`config.mk`:
```
export PLATFORM = sky130hd
export DESIGN_NAME = bimodal_branch_predictor
export DESIGN_NICKNAME = d
export VERILOG_FILES = /design/src/rtl/bp_pkg.sv /design/src/rtl/bp_inflight_fifo.sv /design/src/rtl/bimodal_branch_predictor.sv
export SDC_FILE = /design/constraint.sdc
export NUM_CORES = 1
export LEC_CHECK = 0
export BUFFER_PORTS_ARGS = -buffer_cell sky130_fd_sc_hd__buf_2
export CAP_MARGIN = 20
export CORE_MARGIN = 10
export CORE_UTILIZATION = 30
export DETAILED_ROUTE_END_ITERATION = 16
export HOLD_SLACK_MARGIN = 0.12
export SLEW_MARGIN = 20
export SYNTH_ARGS = -nofsm -noshare
export SYNTH_HDL_FRONTEND = slang
export SYNTH_SLANG_ARGS = --single-unit
```
`constraint.sdc`:
```
create_clock -name clk -period 9.5 [get_ports clk]
set_input_delay 1.425 -clock clk [delete_from_list [all_inputs] [get_ports clk]]
set_output_delay 1.425 -clock clk [all_outputs]
set_load 0.03 [all_outputs]
```
`src/rtl/bp_pkg.sv`:
```
// Shared types for the bimodal branch predictor: in-flight entry,
// FSM state, counter helpers. Optional gshare via BP_GSHARE_EN.
package bp_pkg;

    localparam int BP_PC_W  = 32;
    localparam int BP_IDX_W = 8;
    localparam int BP_CTR_W = 2;

    typedef logic [BP_CTR_W-1:0] ctr_t;

    // Weakly taken: MSB set, all lower bits clear.
    localparam ctr_t WEAK_TAKEN = ctr_t'(1 << (BP_CTR_W - 1));

    typedef enum logic {
        ST_INIT = 1'b0,
        ST_RUN  = 1'b1
    } bp_state_e;

    typedef struct packed {
        logic [BP_PC_W-1:0]  pc;
        logic [BP_IDX_W-1:0] index;
        logic                pred;
        logic [BP_PC_W-1:0]  alt_pc;
`ifdef BP_GSHARE_EN
        logic [BP_IDX_W-1:0] ghr;
`endif
    } bp_entry_t;

    function automatic ctr_t ctr_inc(input ctr_t c);
        return (c == '1) ? c : c + 1'b1;
    endfunction

    function automatic ctr_t ctr_dec(input ctr_t c);
        return (c == '0) ? c : c - 1'b1;
    endfunction

endpackage

```
`src/rtl/bp_inflight_fifo.sv`:
```
// In-order queue of outstanding predictions: push/pop/flush,
// head entry, full/empty flags and occupancy count.
module bp_inflight_fifo
    import bp_pkg::*;
#(
    parameter int DEPTH = 4
) (
    input  logic                     clk_i,
    input  logic                     rst_i,
    input  logic                     push_i,
    input  logic                     pop_i,
    input  logic                     flush_i,
    input  bp_entry_t                din_i,
    output bp_entry_t                head_o,
    output logic                     full_o,
    output logic                     empty_o,
    output logic [$clog2(DEPTH):0]   count_o
);

    localparam int AW = $clog2(DEPTH);

    bp_entry_t      mem_q [DEPTH];
    logic [AW-1:0]  wptr_q, wptr_d;
    logic [AW-1:0]  rptr_q, rptr_d;
    logic [AW:0]    count_q, count_d;

    // DEPTH is a power of two, so pointer overflow wraps modulo DEPTH.
    always_comb begin
        wptr_d  = wptr_q;
        rptr_d  = rptr_q;
        count_d = count_q;
        if (flush_i) begin
            wptr_d  = '0;
            rptr_d  = '0;
            count_d = '0;
        end else begin
            if (push_i) wptr_d = wptr_q + 1'b1;
            if (pop_i)  rptr_d = rptr_q + 1'b1;
            unique case ({push_i, pop_i})
                2'b10:   count_d = count_q + 1'b1;
                2'b01:   count_d = count_q - 1'b1;
                default: count_d = count_q;
            endcase
        end
    end

    always_ff @(posedge clk_i) begin
        if (rst_i) begin
            wptr_q  <= '0;
            rptr_q  <= '0;
            count_q <= '0;
        end else begin
            wptr_q  <= wptr_d;
            rptr_q  <= rptr_d;
            count_q <= count_d;
        end
    end

    always_ff @(posedge clk_i) begin
        if (push_i && !flush_i) begin
            mem_q[wptr_q] <= din_i;
        end
    end

    assign head_o  = mem_q[rptr_q];
    assign full_o  = (count_q == (AW+1)'(DEPTH));
    assign empty_o = (count_q == '0);
    assign count_o = count_q;

endmodule

```
`src/rtl/bimodal_branch_predictor.sv`:
```
// Bimodal PHT predictor with in-flight queue and commit/rollback pulses.
// Ports: predict side (predict, branch_pc, taken_pc, not_taken_pc ->
// prediction, predicted_pc, stall), resolve side (resolve, resolve_pc,
// resolve_taken -> commit, rollback, rollback_pc, resolve_err), occupancy.
// Macro BP_GSHARE_EN: XOR a global history register into the PHT index.
module bimodal_branch_predictor
    import bp_pkg::*;
#(
    parameter int PC_W       = BP_PC_W,
    parameter int INDEX_BITS = BP_IDX_W,
    parameter int CTR_BITS   = BP_CTR_W,
    parameter int DEPTH      = 4
) (
    input  logic                   clk,
    input  logic                   rst,
    input  logic                   predict,
    input  logic [PC_W-1:0]        branch_pc,
    input  logic [PC_W-1:0]        taken_pc,
    input  logic [PC_W-1:0]        not_taken_pc,
    output logic                   prediction,
    output logic [PC_W-1:0]        predicted_pc,
    output logic                   stall,
    input  logic                   resolve,
    input  logic [PC_W-1:0]        resolve_pc,
    input  logic                   resolve_taken,
    output logic                   commit,
    output logic                   rollback,
    output logic [PC_W-1:0]        rollback_pc,
    output logic                   resolve_err,
    output logic [$clog2(DEPTH):0] occupancy
);

    bp_state_e             state_q, state_d;
    logic [INDEX_BITS-1:0] init_idx_q, init_idx_d;
    logic [CTR_BITS-1:0]   pht_q [2**INDEX_BITS];

    logic [INDEX_BITS-1:0] lookup_idx;
    logic                  run;
    logic                  accept;
    logic                  res_valid;
    logic                  res_ok;
    logic                  flush;
    logic                  res_err;
    ctr_t                  ctr_upd;

    bp_entry_t             entry_d;
    bp_entry_t             head;
    logic                  full;
    logic                  empty;

    logic                  commit_q;
    logic                  rollback_q;
    logic [PC_W-1:0]       rollback_pc_q;
    logic                  resolve_err_q;

`ifdef BP_GSHARE_EN
    logic [INDEX_BITS-1:0] ghr_q, ghr_d;
    assign lookup_idx = branch_pc[INDEX_BITS+1:2] ^ ghr_q;
`else
    assign lookup_idx = branch_pc[INDEX_BITS+1:2];
`endif

    assign run          = (state_q == ST_RUN);
    assign prediction   = pht_q[lookup_idx][CTR_BITS-1];
    assign predicted_pc = prediction ? taken_pc : not_taken_pc;
    assign stall        = !run || full;

    // Only the oldest branch may resolve; anything else is an error.
    assign res_valid = run && resolve && !empty && (resolve_pc == head.pc);
    assign res_err   = run && resolve && !res_valid;
    assign res_ok    = res_valid && (resolve_taken == head.pred);
    assign flush     = res_valid && !res_ok;
    assign accept    = run && predict && !full && !flush;

    assign ctr_upd = resolve_taken ? ctr_inc(pht_q[head.index])
                                   : ctr_dec(pht_q[head.index]);

    always_comb begin
        entry_d        = '0;
        entry_d.pc     = branch_pc;
        entry_d.index  = lookup_idx;
        entry_d.pred   = prediction;
        entry_d.alt_pc = prediction ? not_taken_pc : taken_pc;
`ifdef BP_GSHARE_EN
        entry_d.ghr    = ghr_q;
`endif
    end

    bp_inflight_fifo #(
        .DEPTH (DEPTH)
    ) u_fifo (
        .clk_i   (clk),
        .rst_i   (rst),
        .push_i  (accept),
        .pop_i   (res_ok),
        .flush_i (flush),
        .din_i   (entry_d),
        .head_o  (head),
        .full_o  (full),
        .empty_o (empty),
        .count_o (occupancy)
    );

    always_comb begin
        state_d    = state_q;
        init_idx_d = init_idx_q;
        if (state_q == ST_INIT) begin
            init_idx_d = init_idx_q + 1'b1;
            if (init_idx_q == '1) state_d = ST_RUN;
        end
    end

    always_ff @(posedge clk) begin
        if (rst) begin
            state_q    <= ST_INIT;
            init_idx_q <= '0;
        end else begin
            state_q    <= state_d;
            init_idx_q <= init_idx_d;
        end
    end

    // Lookups read the array before this edge's write lands, so a
    // same-cycle lookup of the updated index sees the old counter.
    always_ff @(posedge clk) begin
        if (!rst) begin
            if (state_q == ST_INIT) begin
                pht_q[init_idx_q] <= WEAK_TAKEN;
            end else if (res_valid) begin
                pht_q[head.index] <= ctr_upd;
            end
        end
    end

`ifdef BP_GSHARE_EN
    always_comb begin
        ghr_d = ghr_q;
        if (flush) begin
            ghr_d = {head.ghr[INDEX_BITS-2:0], resolve_taken};
        end else if (accept) begin
            ghr_d = {ghr_q[INDEX_BITS-2:0], prediction};
        end
    end

    always_ff @(posedge clk) begin
        if (rst) ghr_q <= '0;
        else     ghr_q <= ghr_d;
    end
`endif

    always_ff @(posedge clk) begin
        if (rst) begin
            commit_q      <= 1'b0;
            rollback_q    <= 1'b0;
            rollback_pc_q <= '0;
            resolve_err_q <= 1'b0;
        end else begin
            commit_q      <= res_ok;
            rollback_q    <= flush;
            rollback_pc_q <= flush ? head.alt_pc : '0;
            resolve_err_q <= res_err;
        end
    end

    assign commit      = commit_q;
    assign rollback    = rollback_q;
    assign rollback_pc = rollback_pc_q;
    assign resolve_err = resolve_err_q;

endmodule

```
# Word level (Yosys, flattened, before mapping)
# Memories as Yosys holds them, arrays and structs flattened. A register that Yosys moved wholly into a read port is not among the register bits.
# Index checks and enable logic that the tools add are counted.
[word_totals]
register_bits = 51
ramBits = 804
output_inout_bits = 72
elab_cells = 71
n_memories = 2
[mem_list]
columns = ["memory", "words", "width", "read_ports", "rd_ports_with_merged_regs", "write_ports", "line_no", "source"]
rows = [
  ["pht_q", 256, 2, 2, 0, 1, "bimodal_branch_predictor.sv:35", "logic [CTR_BITS-1:0] pht_q [2**INDEX_BITS];"],
  ["u_fifo.mem_q", 4, 73, 1, 1, 1, "bp_inflight_fifo.sv:22", "bp_entry_t mem_q [DEPTH];"],
]
[classes]
addsub = 7
eq_ne = 7
muxes = 22
n_bitwise = 1
n_reduce_logical = 23
[ops]
columns = ["operator", "count"]
rows = [
  ["32-bit two-way mux", 2],
  ["32-bit == test", 1],
  ["1-bit two-way mux", 12],
  ["2-bit two-way mux", 6],
  ["1-bit logical AND", 10],
  ["8-bit by 1-bit adder with 8-bit output, second input constant", 1],
  ["8-bit == test, second input constant", 1],
  ["8-bit two-way mux", 1],
  ["2-bit by 1-bit adder with 2-bit output, second input constant", 3],
  ["1-bit zero test", 6],
  ["3-bit case mux with 2 select lines", 1],
  ["2-bit OR reduction", 3],
  ["2-bit == test, second input constant", 2],
  ["3-bit by 1-bit adder with 3-bit output, second input constant", 1],
  ["3-bit == test, second input constant", 1],
  ["3-bit zero test", 1],
  ["3-bit by 1-bit subtractor with 3-bit output, second input constant", 1],
  ["2-bit by 1-bit == test with 1-bit output, second input constant", 1],
  ["2-bit zero test", 1],
  ["2-bit nonzero test", 1],
  ["2-bit by 1-bit subtractor with 2-bit output, second input constant", 1],
  ["1-bit == test", 1],
  ["1-bit logical OR", 1],
  ["1-bit NOT", 1],
]

# Longest topological paths before layout
[logic_depth]
depth_word = 12
ltp_mapped = 16

# Modules after synthesis
# From an unflattened synthesis, not the netlist that was laid out.
[unflattened]
cells_unflattened = 2086
area_unflattened_um2 = 37145.6
[by_module_without_submodules]
columns = ["module", "n_inst", "cells_per_inst", "area_each_um2", "seq_area_each_um2"]
rows = [
  ["bimodal_branch_predictor", 1, 1656, 26093.8, 16255.6],
  ["bp_inflight_fifo", 1, 430, 11051.8, 8948.6],
]

# Worst setup path before layout
# Ideal clock, no wire load.
[synth_timing]
kind = "register -> register"
startpoint = "register (tool-made name)"
endpoint = "memory pht_q[0][0] in the netlist's numbering (data pin)"
setup_ns = 1.273
t_arrival_ns = 8.458
t_required_ns = 8.227
setup_slack_ns = -0.231
stages_incl_launch_ff = 16
n_path_buf = 5
cell_sequence = "dfxtp_1 -> buf_2 -> buf_2 -> mux2i_1 -> mux2_2 -> clkbuf_1 -> clkbuf_1 -> clkbuf_1 -> mux2i_1 -> nor3_1 -> o21ai_0 -> nand4_1 -> o211ai_1 -> o31ai_1 -> maj3_2 -> nor3_2"
[synth_rtl]
columns = ["item", "line_no"]
rows = [
  ["end, declared", "bimodal_branch_predictor.sv:35"],
]

# Worst setup path in the final report
[layout_timing]
startpoint = "input branch_pc[2]"
endpoint = "output predicted_pc[28]"
[layout_between]
elab_chain_cells = 2
[layout_lines]
columns = ["item", "line_no", "source"]
rows = [
  ["start, declared", "bimodal_branch_predictor.sv:17", "input logic [PC_W-1:0] branch_pc,"],
  ["memory read 256 x 2 bit", "n/a", ""],
  ["32-bit two-way mux", "bimodal_branch_predictor.sv:65", "assign predicted_pc = prediction ? taken_pc : not_taken_pc;"],
  ["end, declared", "bimodal_branch_predictor.sv:21", "output logic [PC_W-1:0] predicted_pc,"],
]
# No other way between the ends.

==> impl_metrics.ini <==
[routing]
via_per_inst = 5.16
drt-initial-drc-count = 2166
via_count = 21100
wl_per_cell_um = 23.7
drc = 0
first_pass_iters = 7
ant_nets = 0
routed_wl_mm = 96.9

[timing]
finalHoldViolCount = 0
slew_viol_final = 0
grt_setup_unrepaired = no
period_share_pct = 76.5
tns_ns = 0
setup_viol = 0
hold_slack_ns = 0.528
tightest_slew_ns = 1.21
clock-skew-final_ns = 0.0406
fmax_mhz = 138
maxSlewHeadroom_pct = 19.6
min_period_ns = 7.27

[final_layout]
ff_latch_area_um2 = 24300
design_area_um2 = 41700
drive_gt1_share_pct = 25.0
n_fill_cell = 11500
diodes = 0
finalNonFillerCells = 4088
multi_input_area_um2 = 11200
syn_to_final_growth_pct = 15.1
nNetsFinal = 2551

[synth]
netlist_instances = 2227
synth_compound_area_share_pct = 2.97
synthMuxAreaShare_pct = 19.1
avgSynthCellArea_um2 = 16.3
synth_top_family_by_area = multiplexers
synthAdderAreaFrac_pct = 0.321
synth_area_um2 = 36200
synth-xor-area-share_pct = 1.06
synth_top_area_share_pct = 64.0
synth_area_leaders = edfxtp_1, mux4_2, mux2i_1, nor2_1, dfxtp_1
yosysSeqAreaShare_pct = 67.0
yosysUniqueCellTypes = 63
async_flop_share_pct = 0
synth_ff_type = edfxtp_1
ys_ff_latch = 825
synth_warnings = 0
synth_edf_count = 772
synth-simple-area-share_pct = 7.40
synth_nets = 2367
yosysTopAreaCell = edfxtp_1

[floorplanning]
coreArea_um2 = 120000
io_pins = 205
dieArea_um2 = 135000
die_h_um = 367
start_util_pct = 30.2
die_w_um = 367
rows = 127

[run_status]
outcome = finished clean

[worst_setup_path]
reg2reg_to = pht_q[78][1]
worst-r2r-setup-slack_ns = 3.08
crit_arrival_ns = 5.85
cp_max_fo = 69
worstPathRequired_ns = 8.08
crit_type = in -> out
crit_start = branch_pc[2]
crit_end = predicted_pc[28]
critPathCaptureType = primary output
reg2reg_depth = 10
crit_path_start_kind = input pin

[global_route]
grt_use_total_pct = 13.9
grt_max_degree = 257
grt_pass1_wl_mm = 145
antenna_found_initial = 1
grt_pass1_vias = 21500
grt_overflow = 0

[clock_tree]
cts_resized = 0
cts_sinks = 825
cts-htree-levels = 3
postCtsSetupBuffers = 0
insertion_delay_ns = 0.65
clk_pin_slew_worst_paths_ns = 0.06
cts_hold_buf = 0
numCtsBuffers = 85
cts_buffer_depth = 3
cts_tree = built
cts_root_buf = clkbuf_16

[power_and_ir_drop]
p_total_mw = 7.41
power.density_nw_per_um2 = 178
leakagePower_nw = 14.1
ir_worst_vdd_mv = 0.124

[place]
place_congestion = 0.827
dp.cells = 3934
dp_hpwl_mm = 60.5
numPortBuffers = 204
placed_area_um2 = 38900

[min_path]
hp-class = reg -> reg

[flow_run]
max_cap_viol_count = 0
==> worst min path at each step <==
stage	startpoint	end	slack (ns)	cells past startpoint
global placement	u_fifo.rptr_q[1]	register	0.49	2
CTS	u_fifo.rptr_q[1]	register	0.53	2
detailed placement	u_fifo.rptr_q[1]	register	0.51	2
floorplan	u_fifo.rptr_q[1]	register	0.46	2
global route	u_fifo.rptr_q[1]	register	0.60	2
finish	u_fifo.rptr_q[1]	register	0.53	2
==> cells in the final DEF, fill, tap and decap left out, types with 34 or more instances in the layout <==
cell type,Yosys,routed
xnor2_1,35,34
mux2i_1,143,143
nand2_1,159,158
mux2_1,52,52
edfxtp_1,772,772
clkbuf_16,0,85
mux4_2,202,199
buf_2,63,202
and3_1,42,42
buf_4,9,38
dfxtp_1,53,51
nor2_1,306,300
==> cell usage after synthesis (all sizes together), types with 4 or more instances <==
master  count
a211oi     12
a21oi      22
a221oi     17
a22o        8
a22oi      18
a31oi      13
a32oi      12
and2        4
and3       42
buf        96
clkbuf     53
dfxtp      53
edfxtp    772
ha          6
inv        11
mux2       83
mux2i     143
mux4      202
nand2     159
nand2b      8
nand3      33
nand4      22
nor2      307
nor2b      23
nor3        9
o211ai      7
o21ai      11
xnor2      35
xor2        9
==> metal layers <==
metal / global-route usage [%] / part of all wire (%) / up-vias
met3: 3.06 / 8.3 / 144
met4: 3.42 / 2.3 / 2
met1: 19.0 / 43 / 10900
li1: - / - / 9095
met2: 22.3 / 47 / 967
met5: 0 / 0.013 / -
==> cells by family (layout without fill, tap and decap cells) <==
logic type                 count (synthesis)  after routing
AOI/OAI and AO/OA                        146            146
xor gates and xnor gates                  44             44
adders and majority gates                  9              9
buffers and inverters                    160            409
DFF                                      825            825
muxes                                    428            428
and+or+nand+nor                          615            615
==> critical path, stage by stage <==
cell	delay (ns)
buf_4	0.58
buf_12	0.36
mux4_2	0.57
mux4_2	0.48
mux4_2	0.55
mux4_4	1.02
mux2_1	0.48
buf_2	0.18
==> per-stage QoR <==
stage	setup WS (ns)	utilization, %
floorplan	2.27	-
global placement	2.24	32.5
detailed placement	2.21	32.5
CTS	2.21	34.7
global route	2.02	34.8
finish	2.23	34.8
==> power by group <==
part	switching [mW]	leakage (nW)	total, mW	internal, mW
clock	1.41	1.31	3.26	1.85
sequential	0.00321	8.05	3.94	3.94
combinational	0.135	4.71	0.214	0.0791
==> state kept, by name, summed over array words and instances (netlist names), named ones only <==
register        flops
commit              1
init_idx_q          8
pht_q             512
resolve_err         1
rollback            1
rollback_pc        32
run                 1
u_fifo.count_o      3
u_fifo.mem_q      260
u_fifo.rptr_q       2
u_fifo.wptr_q       2
==> area by class of cell <==
class                           count  area share (%)
Timing Repair Buffer              246            3.42
Tap cell                         1612            4.84
Clock inverter                     43           0.967
Inverter                           11          0.0991
Multi-Input combinational cell   1242            27.0
Clock buffer                      109            5.51
Sequential cell                   825            58.2
(Power assumes the default switching activity.)
